<file path="src/rtl/alu_pkg.sv">
// Shared constants for the ALU sequencer: opcodes,
// flag bit positions and the sequencer FSM encoding.
package alu_pkg;

  localparam logic [2:0] OP_ADD  = 3'b000;
  localparam logic [2:0] OP_SUB  = 3'b001;
  localparam logic [2:0] OP_OR   = 3'b010;
  localparam logic [2:0] OP_AND  = 3'b011;
  localparam logic [2:0] OP_NOT  = 3'b100;
  localparam logic [2:0] OP_COMP = 3'b101;
  localparam logic [2:0] OP_SHR  = 3'b110;
  localparam logic [2:0] OP_SHL  = 3'b111;

  localparam int FLG_C = 3;
  localparam int FLG_N = 2;
  localparam int FLG_O = 1;
  localparam int FLG_Z = 0;

  localparam logic [1:0] ST_IDLE  = 2'd0;
  localparam logic [1:0] ST_SETUP = 2'd1;
  localparam logic [1:0] ST_EXEC  = 2'd2;
  localparam logic [1:0] ST_WB    = 2'd3;

endpackage

</file>
<file path="src/rtl/alu_regfile.sv">
// Register file: three combinational read ports (a, b, c),
// two write ports (port w0 wins on same address), async clear on rst.
module alu_regfile
  import alu_pkg::*;
#(
  parameter int DATA_W = 8,
  parameter int NREGS  = 8
) (
  input  logic                     clk,
  input  logic                     rst,
  input  logic [$clog2(NREGS)-1:0] ra_addr,
  output logic [DATA_W-1:0]        ra_data,
  input  logic [$clog2(NREGS)-1:0] rb_addr,
  output logic [DATA_W-1:0]        rb_data,
  input  logic [$clog2(NREGS)-1:0] rc_addr,
  output logic [DATA_W-1:0]        rc_data,
  input  logic                     w0_en,
  input  logic [$clog2(NREGS)-1:0] w0_addr,
  input  logic [DATA_W-1:0]        w0_data,
  input  logic                     w1_en,
  input  logic [$clog2(NREGS)-1:0] w1_addr,
  input  logic [DATA_W-1:0]        w1_data
);

  logic [DATA_W-1:0] regs_q [NREGS];
  logic [DATA_W-1:0] regs_d [NREGS];

  assign ra_data = regs_q[ra_addr];
  assign rb_data = regs_q[rb_addr];
  assign rc_data = regs_q[rc_addr];

  // w0 applied last so it overrides w1 on a shared address
  always_comb begin
    regs_d = regs_q;
    if (w1_en) regs_d[w1_addr] = w1_data;
    if (w0_en) regs_d[w0_addr] = w0_data;
  end

  always_ff @(posedge clk or posedge rst) begin
    if (rst) begin
      for (int i = 0; i < NREGS; i++) regs_q[i] <= '0;
    end else begin
      regs_q <= regs_d;
    end
  end

endmodule

</file>
<file path="src/rtl/alu_ctrl.sv">
// ALU sequencer: accepts one command, drives the shared ALU, writes back.
// Optional macro ALU_CTRL_FLAGS_HOLD_EN: only add/sub update flags.
module alu_ctrl
  import alu_pkg::*;
#(
  parameter int DATA_W = 8,
  parameter int NREGS  = 8
) (
  input  logic                     clk,
  input  logic                     rst,
  input  logic                     cmd_valid,
  output logic                     cmd_ready,
  input  logic [2:0]               cmd_op,
  input  logic [$clog2(NREGS)-1:0] cmd_dst,
  input  logic [$clog2(NREGS)-1:0] cmd_src_a,
  input  logic [$clog2(NREGS)-1:0] cmd_src_b,
  output logic                     done,
  output logic [3:0]               flags,
  input  logic                     wr_en,
  input  logic [$clog2(NREGS)-1:0] wr_addr,
  input  logic [DATA_W-1:0]        wr_data,
  input  logic [$clog2(NREGS)-1:0] rd_addr,
  output logic [DATA_W-1:0]        rd_data,
  output logic [DATA_W-1:0]        alu_a,
  output logic [DATA_W-1:0]        alu_b,
  output logic [2:0]               alu_op,
  output logic                     alu_enable_out,
  input  logic [DATA_W-1:0]        alu_out,
  input  logic [3:0]               alu_flags
);

  localparam int AW = $clog2(NREGS);

  logic [1:0]        state_q, state_d;
  logic [2:0]        op_q, op_d;
  logic [AW-1:0]     dst_q, dst_d;
  logic [DATA_W-1:0] a_q, a_d;
  logic [DATA_W-1:0] b_q, b_d;
  logic              done_q, done_d;
  logic [3:0]        flags_q, flags_d;
  logic              wb_en;
  logic              flags_upd;
  logic [DATA_W-1:0] src_a_data;
  logic [DATA_W-1:0] src_b_data;

  alu_regfile #(
    .DATA_W (DATA_W),
    .NREGS  (NREGS)
  ) u_rf (
    .clk     (clk),
    .rst     (rst),
    .ra_addr (cmd_src_a),
    .ra_data (src_a_data),
    .rb_addr (cmd_src_b),
    .rb_data (src_b_data),
    .rc_addr (rd_addr),
    .rc_data (rd_data),
    .w0_en   (wb_en),
    .w0_addr (dst_q),
    .w0_data (alu_out),
    .w1_en   (wr_en),
    .w1_addr (wr_addr),
    .w1_data (wr_data)
  );

`ifdef ALU_CTRL_FLAGS_HOLD_EN
  assign flags_upd = (op_q == OP_ADD) || (op_q == OP_SUB);
`else
  assign flags_upd = 1'b1;
`endif

  assign cmd_ready      = (state_q == ST_IDLE);
  assign alu_enable_out = (state_q == ST_EXEC) ||
                          (state_q == ST_WB);
  assign alu_a = a_q;
  assign alu_b = b_q;
  assign alu_op = op_q;
  assign done = done_q;
  assign flags = flags_q;

  always_comb begin
    state_d = state_q;
    op_d    = op_q;
    dst_d   = dst_q;
    a_d     = a_q;
    b_d     = b_q;
    done_d  = 1'b0;
    flags_d = flags_q;
    wb_en   = 1'b0;
    unique case (1'b1)
      (state_q == ST_IDLE): begin
        if (cmd_valid) begin
          state_d = ST_SETUP;
          op_d    = cmd_op;
          dst_d   = cmd_dst;
          a_d     = src_a_data;
          b_d     = src_b_data;
        end
      end
      (state_q == ST_SETUP): state_d = ST_EXEC;
      (state_q == ST_EXEC):  state_d = ST_WB;
      // alu_out holds the value captured at the end of EXEC
      (state_q == ST_WB): begin
        state_d = ST_IDLE;
        wb_en   = 1'b1;
        done_d  = 1'b1;
        if (flags_upd) flags_d = alu_flags;
      end
      default: state_d = ST_IDLE;
    endcase
  end

  always_ff @(posedge clk or posedge rst) begin
    if (rst) begin
      state_q <= ST_IDLE;
      op_q    <= '0;
      dst_q   <= '0;
      a_q     <= '0;
      b_q     <= '0;
      done_q  <= 1'b0;
      flags_q <= '0;
    end else begin
      state_q <= state_d;
      op_q    <= op_d;
      dst_q   <= dst_d;
      a_q     <= a_d;
      b_q     <= b_d;
      done_q  <= done_d;
      flags_q <= flags_d;
    end
  end

endmodule

</file>
<file path="config.mk">
export PLATFORM = sky130hd
export DESIGN_NAME = alu_ctrl
export DESIGN_NICKNAME = d
export VERILOG_FILES = /design/src/rtl/alu_pkg.sv /design/src/rtl/alu_regfile.sv /design/src/rtl/alu_ctrl.sv
export SDC_FILE = /design/constraint.sdc
export NUM_CORES = 1
export LEC_CHECK = 0
export ABC_CLOCK_PERIOD_IN_PS = 8300
export BUFFER_PORTS_ARGS = -buffer_cell sky130_fd_sc_hd__buf_2
export CAP_MARGIN = 10
export CORE_UTILIZATION = 60
export DETAILED_ROUTE_END_ITERATION = 8
export PLACE_DENSITY = 0.9
export SETUP_SLACK_MARGIN = 0.3
export SYNTH_ARGS = -nofsm -noshare
export SYNTH_HDL_FRONTEND = slang
export SYNTH_SLANG_ARGS = --single-unit
</file>
<file path="constraint.sdc">
create_clock -name clk -period 8.3 [get_ports clk]
set_input_delay 1.245 -clock clk [delete_from_list [all_inputs] [get_ports clk]]
set_output_delay 1.245 -clock clk [all_outputs]
set_load 0.1 [all_outputs]
</file>
### Yosys cells after proc, flatten, opt, wreduce, memory -nomap -nowiden

Cells that the tools add are included.

* bitwise operators: 5
* muxes and demuxes: 20
* order comparisons: 7
* reductions and logical operators: 5
* eq/ne operators: 4

Operators by type and width (count)
* $bwmux W64: 2
* $mux W64: 2
* $bmux W8 S3: 3
* $mux W8: 8
* $demux W8 S3: 2
* $ge A4 B4 Y1 const B: 5
* $not A3 Y4: 5
* $lt A4 B1 Y1 const B: 2
* $pmux W2 S3: 1
* $eq A2 B2 Y1 const B: 2
* $eq A2 B1 Y1 const B: 1
* $logic_and A1 B1 Y1: 2
* $logic_not A2 Y1: 1
* $mux W2: 1
* $ne A2 B2 Y1 const B: 1
* $reduce_and A2 Y1: 1
* $logic_or A1 B1 Y1: 1
* $mux W1: 1

* logic and storage cells: 56
* bits in registers: 93
* output and inout port bits: 34
* input bits: 42

### Depth between registers and ports, before layout

Gate-level depths: netlist of run 1.

* depth after elaboration: 9
* depth in mapped cells: 7

### Modules after synthesis

A second synthesis of run 1 with hierarchy kept.

* cell total of the unflattened synthesis: 466
* area total of the unflattened synthesis: 6034.5 µm²

Modules (own cells, without submodules)
* alu_regfile: area each 4798.4 µm², times used 1, cells each 395, seq. area each 1601.5 µm²
* alu_ctrl: area each 1236.2 µm², times used 1, cells each 71, seq. area each 725.7 µm²

### Worst setup path after synthesis of run 1

OpenSTA, ideal clock, no wires.

* path kind: input to output
* start: in rd_addr[0]
* end: out rd_data[0]
* stages: 4
* buffers on the path: 2
* data arrival time: 2.500 ns
* path slack: 4.555 ns
* required time: 7.055 ns
* cell sequence: buf_6 -> buf_12 -> mux4_1 -> mux2_2

* longest elaborated chain between the ends: 4

RTL lines
* start: declaration: RTL line alu_ctrl.sv:22 `input logic [$clog2(NREGS)-1:0] rd_addr,`
* $not A3 Y4 (not written as such): RTL line alu_regfile.sv:30 `assign rc_data = regs_q[rc_addr];`
* $bmux W8 S3: RTL line alu_regfile.sv:30
* $mux W8 (not written as such) (2 in series): RTL line alu_regfile.sv:30
* end: declaration: RTL line alu_ctrl.sv:23 `output logic [DATA_W-1:0] rd_data,`

Every way passes these cells. The select of a mux whose other input is x is not followed.

### Worst setup path after layout of run 1

* start: in rd_addr[0]
* end: out rd_data[3]

The elaborated chain is that of the path after synthesis.

==> results of run 1 <==
## where the power goes
| group | switching [mW] | internal (mW) |
|---|---|---|
| combinational | 1.00 | 0.439 |
| clock | 0.169 | 0.171 |
| sequential | 0.227 | 0.681 |
## layer usage
layer / vias up / GRT usage [%] / share of wire (%)
met2: 338 / 54.2 / 46
met3: 60 / 9.68 / 12
met5: - / 0 / 0
li1: 2067 / - / -
met1: 2284 / 44.0 / 38
met4: 0 / 16.6 / 4.1
## tightest hold or removal path: stages, from the launching register on
cell	delay, ns
dfrtp_1	0.35
nand2_1	0.05
o31ai_1	0.05
## flip-flops by register name, indices dropped and copies added (netlist names)
signal / count
state_q: 2
done: 1
alu_a: 8
flags: 4
alu_b: 8
u_rf.regs_q: 64
alu_op: 3
dst_q: 3
## path summary, 6_finish.rpt
check	from	to	slack, ns	depth (start not counted)
max	rd_addr[0]	rd_data[3]	4.17	4
min	alu_b[5]	alu_b[5]	0.48	2
max reg2reg	state_q[1]	u_rf.regs_q[1]	5.95	4
min reg2reg	alu_b[5]	alu_b[5]	0.48	2
max in group asynchronous	rst	u_rf.regs_q[15]	6.21	3
min in group asynchronous	rst	u_rf.regs_q[51]	0.92	2
## synthesized netlist by cell type
cell,instances
nor4b_1,1
nor2b_1,2
clkbuf_1,24
nor4bb_1,2
nand4b_1,6
inv_1,4
a22o_1,16
mux2i_1,96
mux2_2,50
buf_6,1
o22ai_1,16
buf_4,4
buf_2,20
nor4b_2,1
nand2_1,51
buf_12,1
and4bb_2,2
ha_1,3
nand2b_1,2
and4bb_1,2
o21ai_0,32
o21ai_1,1
nand4_1,2
dfrtp_1,93
o31ai_1,17
clkbuf_2,1
mux4_1,16
a21oi_1,33
or2_2,1
buf_1,5
nor2_1,36
## area by class of cell
class,count,area [um2],area share [%]
flip-flops and latches,93,2330,36.6
clock inverters,7,97.6,1.53
inverters,4,16.3,0.256
well taps,129,161,2.54
clock buffers,9,124,1.95
multi-input cells,388,3220,50.5
repair buffers,81,420,6.61
## logic make-up after synthesis
group,count (synthesis),share of synthesized area [%]
multiplexers,162,33.4
AO/OA/AOI/OAI,115,12.0
AND/OR/NAND/NOR,108,8.89
flip-flops,93,40.0
buffers and inverters,60,4.99
adder cells (fa/ha/maj),3,0.646
## through the flow
| step | hold slack, ns | instance area (um2) | setup WS (ns) |
|---|---|---|---|
| detailed placement | 0.462 | 6140 | 4.18 |
| floorplan | 0.544 | 5810 | 4.56 |
| finish | 0.477 | 6360 | 4.17 |
| global placement | 0.459 | 6140 | 4.23 |
| global route | 0.519 | 6360 | 4.16 |
| CTS | 0.482 | 6360 | 4.18 |
## layout by cell type, fill, tap and decap left out
cell type   instances
a21oi_1            33
a22o_1             16
and4bb_1            2
and4bb_2            2
buf_2              75
buf_4               6
bufinv_16           2
clkbuf_8            9
clkinv_2            2
clkinv_4            1
clkinvlp_4          2
dfrtp_1            93
ha_1                3
inv_1               3
inv_6               1
mux2_2             50
mux2i_1            96
mux4_1             16
nand2_1            51
nand2b_1            2
nand4_1             2
nand4b_1            6
nor2_1             36
nor2b_1             2
nor4b_2             2
nor4bb_2            2
o21ai_0            32
o21ai_1             1
o22ai_1            16
o31ai_1            17
or2_2               1
==> summary.md, run 1 <==
| Metric | Value |
|---|---|
| Status | finished clean |
| # port buffers | 75 |
| DRT iter0 DRCs | 387 |
| Final Hold Violating Endpoints | 0 |
| Synth Cell Area | 5810 um2 |
| First-pass GRT wire length | 25.4 mm |
| Vias in the first global route | 4,705 |
| Area Overhead vs Synth | 9.43% |
| Final Util | 68.2% |
| Synth Instances | 541 |
| Fmax | 242 MHz |
| Syn_area_per_cell | 10.7 um2 |
| Synth top area cells | dfrtp_1, mux2i_1, mux2_2, mux4_1, nand2_1 |
| Grt ovf | 0 |
| Fillers | 715 |
| DRC violations left | 0 |
| CTS tree | built |
| Buf+Inv Stages, Crit Path | 2 |
| LEAKAGE | 2.94 nW |
| Synth Register Bits | 93 |
| Largest net degree at the start of global routing | 57 |
| I/O pin count | 76 |
| Initial antenna violation count | 0 |
| Required @ worst endpoint | 7.05 ns |
| Antenna Cells | 0 |
| Share of the synthesized area in the top cell type | 40.0% |
| VDD IR max | 477 uV |
| Std-Cell Core Area | 9330 um2 |
| Wirelength per Cell | 23.3 um |
| Power Density | 423 nW/um2 |
| Post-route setup TNS | 0 ns |
| Hold Crit Class | reg2reg |
| Crit-path slowest cell | mux4_1 |
| Unique masters post-synth | 31 |
| Initial DRT Pass Iterations | 5 |
| Root buffer cell | clkbuf_8 |
| Synth Net Count | 586 |
| Initial Utilization | 62.3% |
| Clock sinks | 93 |
| H-tree depth | 3 |
| Fin cells | 711 |
| Die area | 10,100 um2 |
| Clk buf depth | 2 |
| Post-synth top area cell | dfrtp_1 |
| Setup Fix Bufs, Post-CTS | 0 |
| Cell Rows | 35 |
| Worst-path clk slew | 0.09 ns |
| GP Congestion | 0.917 |
| Period minus WS final | 4.13 ns |
| Vias/cell | 6.68 |
| PostCTS Resize Cnt | 0 |
| CP max FO | 16 |
| Post-DP HPWL | 10.6 mm |
| Most used cell along the critical path | buf_2 |
| Via count | 4,749 |
| Post-DRT Antenna Nets | 0 |
| CP Capture Type | output pin |
| Clk_lat worst skew | 0.38 ns |
| Final setup fails | 0 |
| Power after layout | 2.69 mW |
| Die Wd | 100 um |
| Share of cells above drive strength 1 | 26.6% |
| RSZ-0062 raised after global routing | no |
| Crit path kind | in2out |
| Placed insts | 695 |
| Final period util | 49.8% |
| Synth warn | 0 |
| Pin slew with the least headroom to its limit | 1.04 ns |
| Max Cap Viol | 0 |
| Crit path max-delay family | multiplexers |
| Total CTS buffers | 9 |
| Final WL | 16.6 mm |
| Startpoint type of the worst setup path | primary input |
| CP cell instances | buf_2 > mux4_1 > mux2_2 > buf_2 |
| Part of the Yosys area used for sequential elements | 40.0% |
| Hold buffer count at cts | 0 |
| Max-slew violation count | 0 |
| Nets | 622 |
| GRT Util Overall | 34.4% |
| Chip Height | 100 um |
| Crit-path max cell delay | 0.62 ns |
| Arr. time, crit path | 2.89 ns |
| Setup skew after layout | 0.00881 ns |
| Relative slew slack | 30.2% |
Note: power is estimated with default switching activity, not from simulation.
==> run 2: changes to the inputs <==
- ABC_CLOCK_PERIOD_IN_PS: 8300 -> 4150
- CORE_UTILIZATION: 60 -> 59
- PLACE_DENSITY: 0.9 -> 0.89
- clock period: 8.3 -> 4.15 ns (I/O delays scaled with it)
==> summary.md, run 2 (synthesis gave the netlist of run 1 again) <==
| Metric | Value |
|---|---|
| Share of cells above drive strength 1 | 26.2% (was 26.6%) |
| Fillers | 755 (was 715) |
| Nets | 621 (was 622) |
| Crit-path max cell delay | 0.62 ns (about the same) |
| Buf+Inv Stages, Crit Path | 2 (unchanged) |
| Initial DRT Pass Iterations | 5 (unchanged) |
| R2r endpoint | u_rf.regs_q[11] (was u_rf.regs_q[1]) |
| RSZ-0062 raised after global routing | no (unchanged) |
| Grt ovf | 0 (unchanged) |
| Arr. time, crit path | 2.29 ns (was 2.89 ns) |
| Switch Pwr | 2.78 mW (was 1.40 mW) |
| Period minus WS final | 2.91 ns |
| Max Cap Viol | 0 (unchanged) |
| PostCTS Resize Cnt | 0 (unchanged) |
| Crit path kind | in2out (unchanged) |
| Final Hold Violating Endpoints | 0 (unchanged) |
| PnR worst setup slack | 1.24 ns (was 4.17 ns) |
| Final setup fails | 0 (unchanged) |
| Vias/cell | 6.74 (was 6.68) |
| Root buffer cell | clkbuf_8 (unchanged) |
| Initial Utilization | 62.0% (was 62.3%) |
| Pin slew with the least headroom to its limit | 0.995 ns (was 1.04 ns) |
| Total CTS buffers | 9 (unchanged) |
| I/O pin count | 76 (unchanged) |
| Commonest non-fill, non-tap cell in the layout | mux2i_1 (unchanged) |
| Cells on worst reg2reg path | 4 (unchanged) |
| Antenna Cells | 0 (unchanged) |
| Vias in the first global route | 4,628 (was 4,705) |
| CTS tree | built (unchanged) |
| Switching share of power | 52.8% (was 52.0%) |
| Post-route setup TNS | 0 ns (unchanged) |
| Reg power frac | 34.5% (was 33.7%) |
| Post-DP HPWL | 10.3 mm (was 10.6 mm) |
| Final WL | 16.4 mm (was 16.6 mm) |
| VDD IR max | 811 uV (was 477 uV) |
| Chip Height | 101 um (was 100 um) |
| Std-Cell Core Area | 9370 um2 (was 9330 um2) |
| LEAKAGE | 2.92 nW (was 2.94 nW) |
| Clock power frac | 11.0% (was 12.6%) |
| Clk buf depth | 2 (unchanged) |
| GP Congestion | 0.850 (was 0.917) |
| # port buffers | 75 (unchanged) |
| Internal cell power | 2.48 mW (was 1.29 mW) |
| Post-DRT Antenna Nets | 0 (unchanged) |
| CP max FO | 16 (unchanged) |
| Top reg by flops | u_rf.regs_q (unchanged) |
| Status | finished clean (unchanged) |
| GRT Util Overall | 33.6% (was 34.4%) |
| Worst-path clk slew | 0.09 ns (about the same) |
| Clock sinks | 93 (unchanged) |
| Worst reg-to-reg setup slack | 1.86 ns (was 5.95 ns) |
| Max-slew violation count | 0 (unchanged) |
| Required @ worst endpoint | 3.53 ns (was 7.05 ns) |
| DRT iter0 DRCs | 430 (was 387) |
| Hold buffer count at cts | 0 (unchanged) |
| Largest register FFs | 64 (unchanged) |
| Fmax | 344 MHz |
| Place WS | 1.26 ns (was 4.18 ns) |
| Die area | 10,300 um2 (was 10,100 um2) |
| Startpoint type of the worst setup path | primary input (unchanged) |
| Setup skew after layout | 0.00671 ns (was 0.00881 ns) |
| Via count | 4,785 (was 4,749) |
| Comb pwr share | 54.5% (was 53.6%) |
| Setup Fix Bufs, Post-CTS | 0 (unchanged) |
| Largest net degree at the start of global routing | 72 (was 57) |
| CP Capture Type | output pin (unchanged) |
| Relative slew slack | 33.5% (was 30.2%) |
| Wirelength per Cell | 23.1 um (was 23.3 um) |
| Reg-to-Reg Start | state_q[1] (unchanged) |
| H-tree depth | 3 (unchanged) |
| DRC violations left | 0 (unchanged) |
| Clk_lat worst skew | 0.37 ns (was 0.38 ns) |
| Die Wd | 101 um (was 100 um) |
| Crit-path slowest cell | mux4_1 (unchanged) |
| Initial antenna violation count | 0 (unchanged) |
| Area Overhead vs Synth | 8.69% (was 9.43%) |
| First-pass GRT wire length | 25.2 mm (was 25.4 mm) |
| Most used cell along the critical path | buf_2 (unchanged) |
| CP cell instances | buf_2 > mux4_1 > mux2_2 > buf_2 (unchanged) |
| Cell Rows | 35 (unchanged) |
| Hold_ws | 0.209 ns (was 0.477 ns) |
| Crit path max-delay family | multiplexers (unchanged) |
| Power Density | 831 nW/um2 (was 423 nW/um2) |
| Hold Crit Class | in2async (was reg2reg) |
| Commonest cells after routing, fill and taps aside | mux2i_1, dfrtp_1, buf_2 (unchanged) |
| Final period util | 70.1% |
[run 2: worst register-to-register path, delay by kind of cell, from the launching register on]
kind,cells,cell delay [ns]
and+or+nand+nor,2,1.21
adders and majority gates,1,0.45
DFF,1,0.39
AOI/OAI and AO/OA,1,0.08
[run 2: layout make-up]
cell class	count	area [um2]	area share, %
clock buffers	12	145	2.30
clock inverters	4	32.5	0.515
inverters	4	16.3	0.257
multi-input cells	388	3220	51.0
flip-flops and latches	93	2330	36.8
well taps	129	161	2.55
repair buffers	80	413	6.53
[run 2: power groups by stage]
stage,clock network [mW],registers (mW),logic [mW]
floorplan,0,2.46,1.64
global placement,0,1.76,2.76
detailed placement,0,1.79,2.85
CTS,0.575,1.78,2.85
global route,0.607,1.86,3.02
finish,0.578,1.81,2.86
[run 2: routing by layer]
metal | vias up | GRT usage [%] | routed length (um)
met5 | - | 0 | 0
met4 | 0 | 15.5 | 481
met3 | 50 | 7.11 | 1850
met2 | 332 | 53.2 | 7680
met1 | 2342 | 44.5 | 6400
li1 | 2061 | - | -
[run 2: how the worst max path moves through the flow]
| stage | slack [ns] | end | cells after the start | start |
|---|---|---|---|---|
| detailed placement | 1.26 | rd_data[1] | 4 | rd_addr[0] |
| finish | 1.24 | rd_data[1] | 4 | rd_addr[0] |
| floorplan | 1.11 | alu_a[0] | 1 | rst |
| global placement | 1.31 | rd_data[3] | 4 | rd_addr[0] |
| CTS | 1.26 | rd_data[1] | 4 | rd_addr[0] |
| global route | 1.22 | rd_data[1] | 4 | rd_addr[0] |
[run 2: through the flow]
step	util (%)	total power, mW	instance area [um2]	instances
final	67.4	5.25	6320	710
after global routing	67.4	5.48	6320	710
after CTS	67.4	5.21	6320	710
after detailed placement	65.5	4.64	6140	694
after global placement	65.5	4.52	6140	694
after floorplan	-	4.10	5810	541
==> run 3: changes to the inputs <==
- ABC_CLOCK_PERIOD_IN_PS: 4150 -> 3000
- clock period: 4.15 -> 3 ns (I/O delays scaled with it)
==> summary.md, run 3 (synthesis gave the netlist of run 1 again) <==
| Metric | Value |
|---|---|
| VDD IR max | 908 uV (was 811 uV) |
| Setup skew after layout | 0.00952 ns (was 0.00671 ns) |
| Setup Fix Bufs, Post-CTS | 0 (unchanged) |
| Clock power frac | 12.4% (was 11.0%) |
| Crit-path max cell delay | 0.62 ns (about the same) |
| Clk buf depth | 2 (unchanged) |
| Arr. time, crit path | 2.12 ns (was 2.29 ns) |
| GP Congestion | 0.906 (was 0.850) |
| Status | finished clean (unchanged) |
| Commonest non-fill, non-tap cell in the layout | mux2i_1 (unchanged) |
| Hold buffer count at cts | 0 (unchanged) |
| DRT iter0 DRCs | 327 (was 430) |
| Crit path kind | in2out (unchanged) |
| Fillers | 682 (was 755) |
| Grt ovf | 0 (unchanged) |
| Max Cap Viol | 0 (unchanged) |
| Initial Utilization | 62.0% (unchanged) |
| Reg power frac | 33.9% (was 34.5%) |
| Final setup fails | 0 (unchanged) |
| Cell Rows | 35 (unchanged) |
| I/O pin count | 76 (unchanged) |
| Initial antenna violation count | 0 (unchanged) |
| CP cell instances | buf_2 > mux4_1 > mux2_2 > buf_2 (unchanged) |
| Chip Height | 101 um (unchanged) |
| PostCTS Resize Cnt | 0 (unchanged) |
| Largest net degree at the start of global routing | 70 (was 72) |
| Initial DRT Pass Iterations | 5 (unchanged) |
| Share of cells above drive strength 1 | 27.3% (was 26.2%) |
| Post-DP HPWL | 10.4 mm (was 10.3 mm) |
| Startpoint type of the worst setup path | primary input (unchanged) |
| Pin slew with the least headroom to its limit | 0.936 ns (was 0.995 ns) |
| Std-Cell Core Area | 9370 um2 (unchanged) |
| Design area | 6430 um2 (was 6320 um2) |
| Worst-path clk slew | 0.09 ns (about the same) |
| Comb pwr share | 53.8% (was 54.5%) |
| H-tree depth | 3 (unchanged) |
| CTS tree | built (unchanged) |
| Commonest cells after routing, fill and taps aside | mux2i_1, dfrtp_1, buf_2 (unchanged) |
| Via count | 4,757 (was 4,785) |
| Vias in the first global route | 4,621 (was 4,628) |
| GRT Util Overall | 33.7% (was 33.6%) |
| Final period util | 85.6% |
| Area Overhead vs Synth | 10.6% (was 8.69%) |
| Antenna Cells | 0 (unchanged) |
| Clock sinks | 93 (unchanged) |
| Required @ worst endpoint | 2.55 ns (was 3.53 ns) |
| Max-slew violation count | 0 (unchanged) |
| Largest register FFs | 64 (unchanged) |
| Internal cell power | 3.57 mW (was 2.48 mW) |
| Die Wd | 101 um (unchanged) |
| Power Density | 1150 nW/um2 (was 831 nW/um2) |
| Power after layout | 7.41 mW (was 5.25 mW) |
| Clk_lat worst skew | 0.37 ns (about the same) |
| Post-route setup TNS | 0 ns (unchanged) |
| Relative slew slack | 37.4% (was 33.5%) |
| Post-DRT Antenna Nets | 0 (unchanged) |
| Total CTS buffers | 9 (unchanged) |
| First-pass GRT wire length | 25.3 mm (was 25.2 mm) |
| Final WL | 16.5 mm (was 16.4 mm) |
| Post-DP Area | 6220 um2 (was 6140 um2) |
| LEAKAGE | 2.98 nW (was 2.92 nW) |
| # port buffers | 75 (unchanged) |
| Final Hold Violating Endpoints | 0 (unchanged) |
| Die area | 10,300 um2 (unchanged) |
| Wirelength per Cell | 23.0 um (was 23.1 um) |
| Root buffer cell | clkbuf_8 (unchanged) |
| Hold Crit Class | in2async (unchanged) |
| Vias/cell | 6.62 (was 6.74) |
| CP max FO | 16 (unchanged) |
| Most used cell along the critical path | buf_2 (unchanged) |
| Nets | 631 (was 621) |
| Switching share of power | 51.8% (was 52.8%) |
| Crit-path slowest cell | mux4_1 (unchanged) |
| DRC violations left | 0 (unchanged) |
| RSZ-0062 raised after global routing | no (unchanged) |
| CP Capture Type | output pin (unchanged) |
| Top reg by flops | u_rf.regs_q (unchanged) |
| Fmax | 389 MHz |
| Period minus WS final | 2.57 ns |
| Switch Pwr | 3.83 mW (was 2.78 mW) |
## run 3: worst max-delay path: cells and delay by family
kind	cells	cell delay (ns)
muxes	2	0.93
buffers and inverters	2	0.73
## run 3: per-stage QoR
step           setup slack [ns]  hold slack [ns]  std cells  utilization [%]
6_report                  0.431            0.129        719             68.6
5_1_grt                   0.409            0.168        719             68.6
4_1_cts                   0.446            0.138        719             68.6
3_5_place_dp              0.461            0.465        704             66.4
3_3_place_gp              0.513            0.459        704             66.4
2_1_floorplan             0.776            0.536        541                -
## run 3: per-layer routing
| metal | routed length, um | GRT usage [%] | vias up |
|---|---|---|---|
| li1 | - | - | 2088 |
| met1 | 6350 | 43.5 | 2272 |
| met2 | 7680 | 53.0 | 342 |
| met3 | 1910 | 9.18 | 55 |
| met4 | 580 | 16.4 | 0 |
| met5 | 0 | 0 | - |
## run 3: final timing paths
| path | slack [ns] | depth (start not counted) | endpoint | startpoint |
|---|---|---|---|---|
| worst max-delay path | 0.43 | 4 | rd_data[1] | rd_addr[0] |
| worst min register to register | 0.49 | 2 | alu_b[3] | alu_b[3] |
| max in group asynchronous | 2.12 | 3 | u_rf.regs_q[33] | rst |
| worst min-delay path | 0.13 | 2 | alu_op[2] | rst |
| min in group clk | 0.28 | 2 | state_q[1] | cmd_valid |
| worst max register to register | 1.03 | 3 | u_rf.regs_q[25] | state_q[1] |
## run 3: final cells by class
type	instances	area [um2]	area share (%)
multi-input cells	388	3220	50.0
flip-flops and latches	93	2330	36.2
repair buffers	90	500	7.79
well taps	129	161	2.51
clock buffers	11	131	2.04
clock inverters	4	73.8	1.15
inverters	4	18.8	0.292
## run 3: power groups by stage
stage | clock network, mW | registers [mW] | logic (mW)
after global routing | 0.964 | 2.57 | 4.19
after detailed placement | 0 | 2.49 | 3.96
final | 0.915 | 2.51 | 3.98
after CTS | 0.920 | 2.48 | 3.97
after global placement | 0 | 2.44 | 3.84
after floorplan | 0 | 3.41 | 2.26
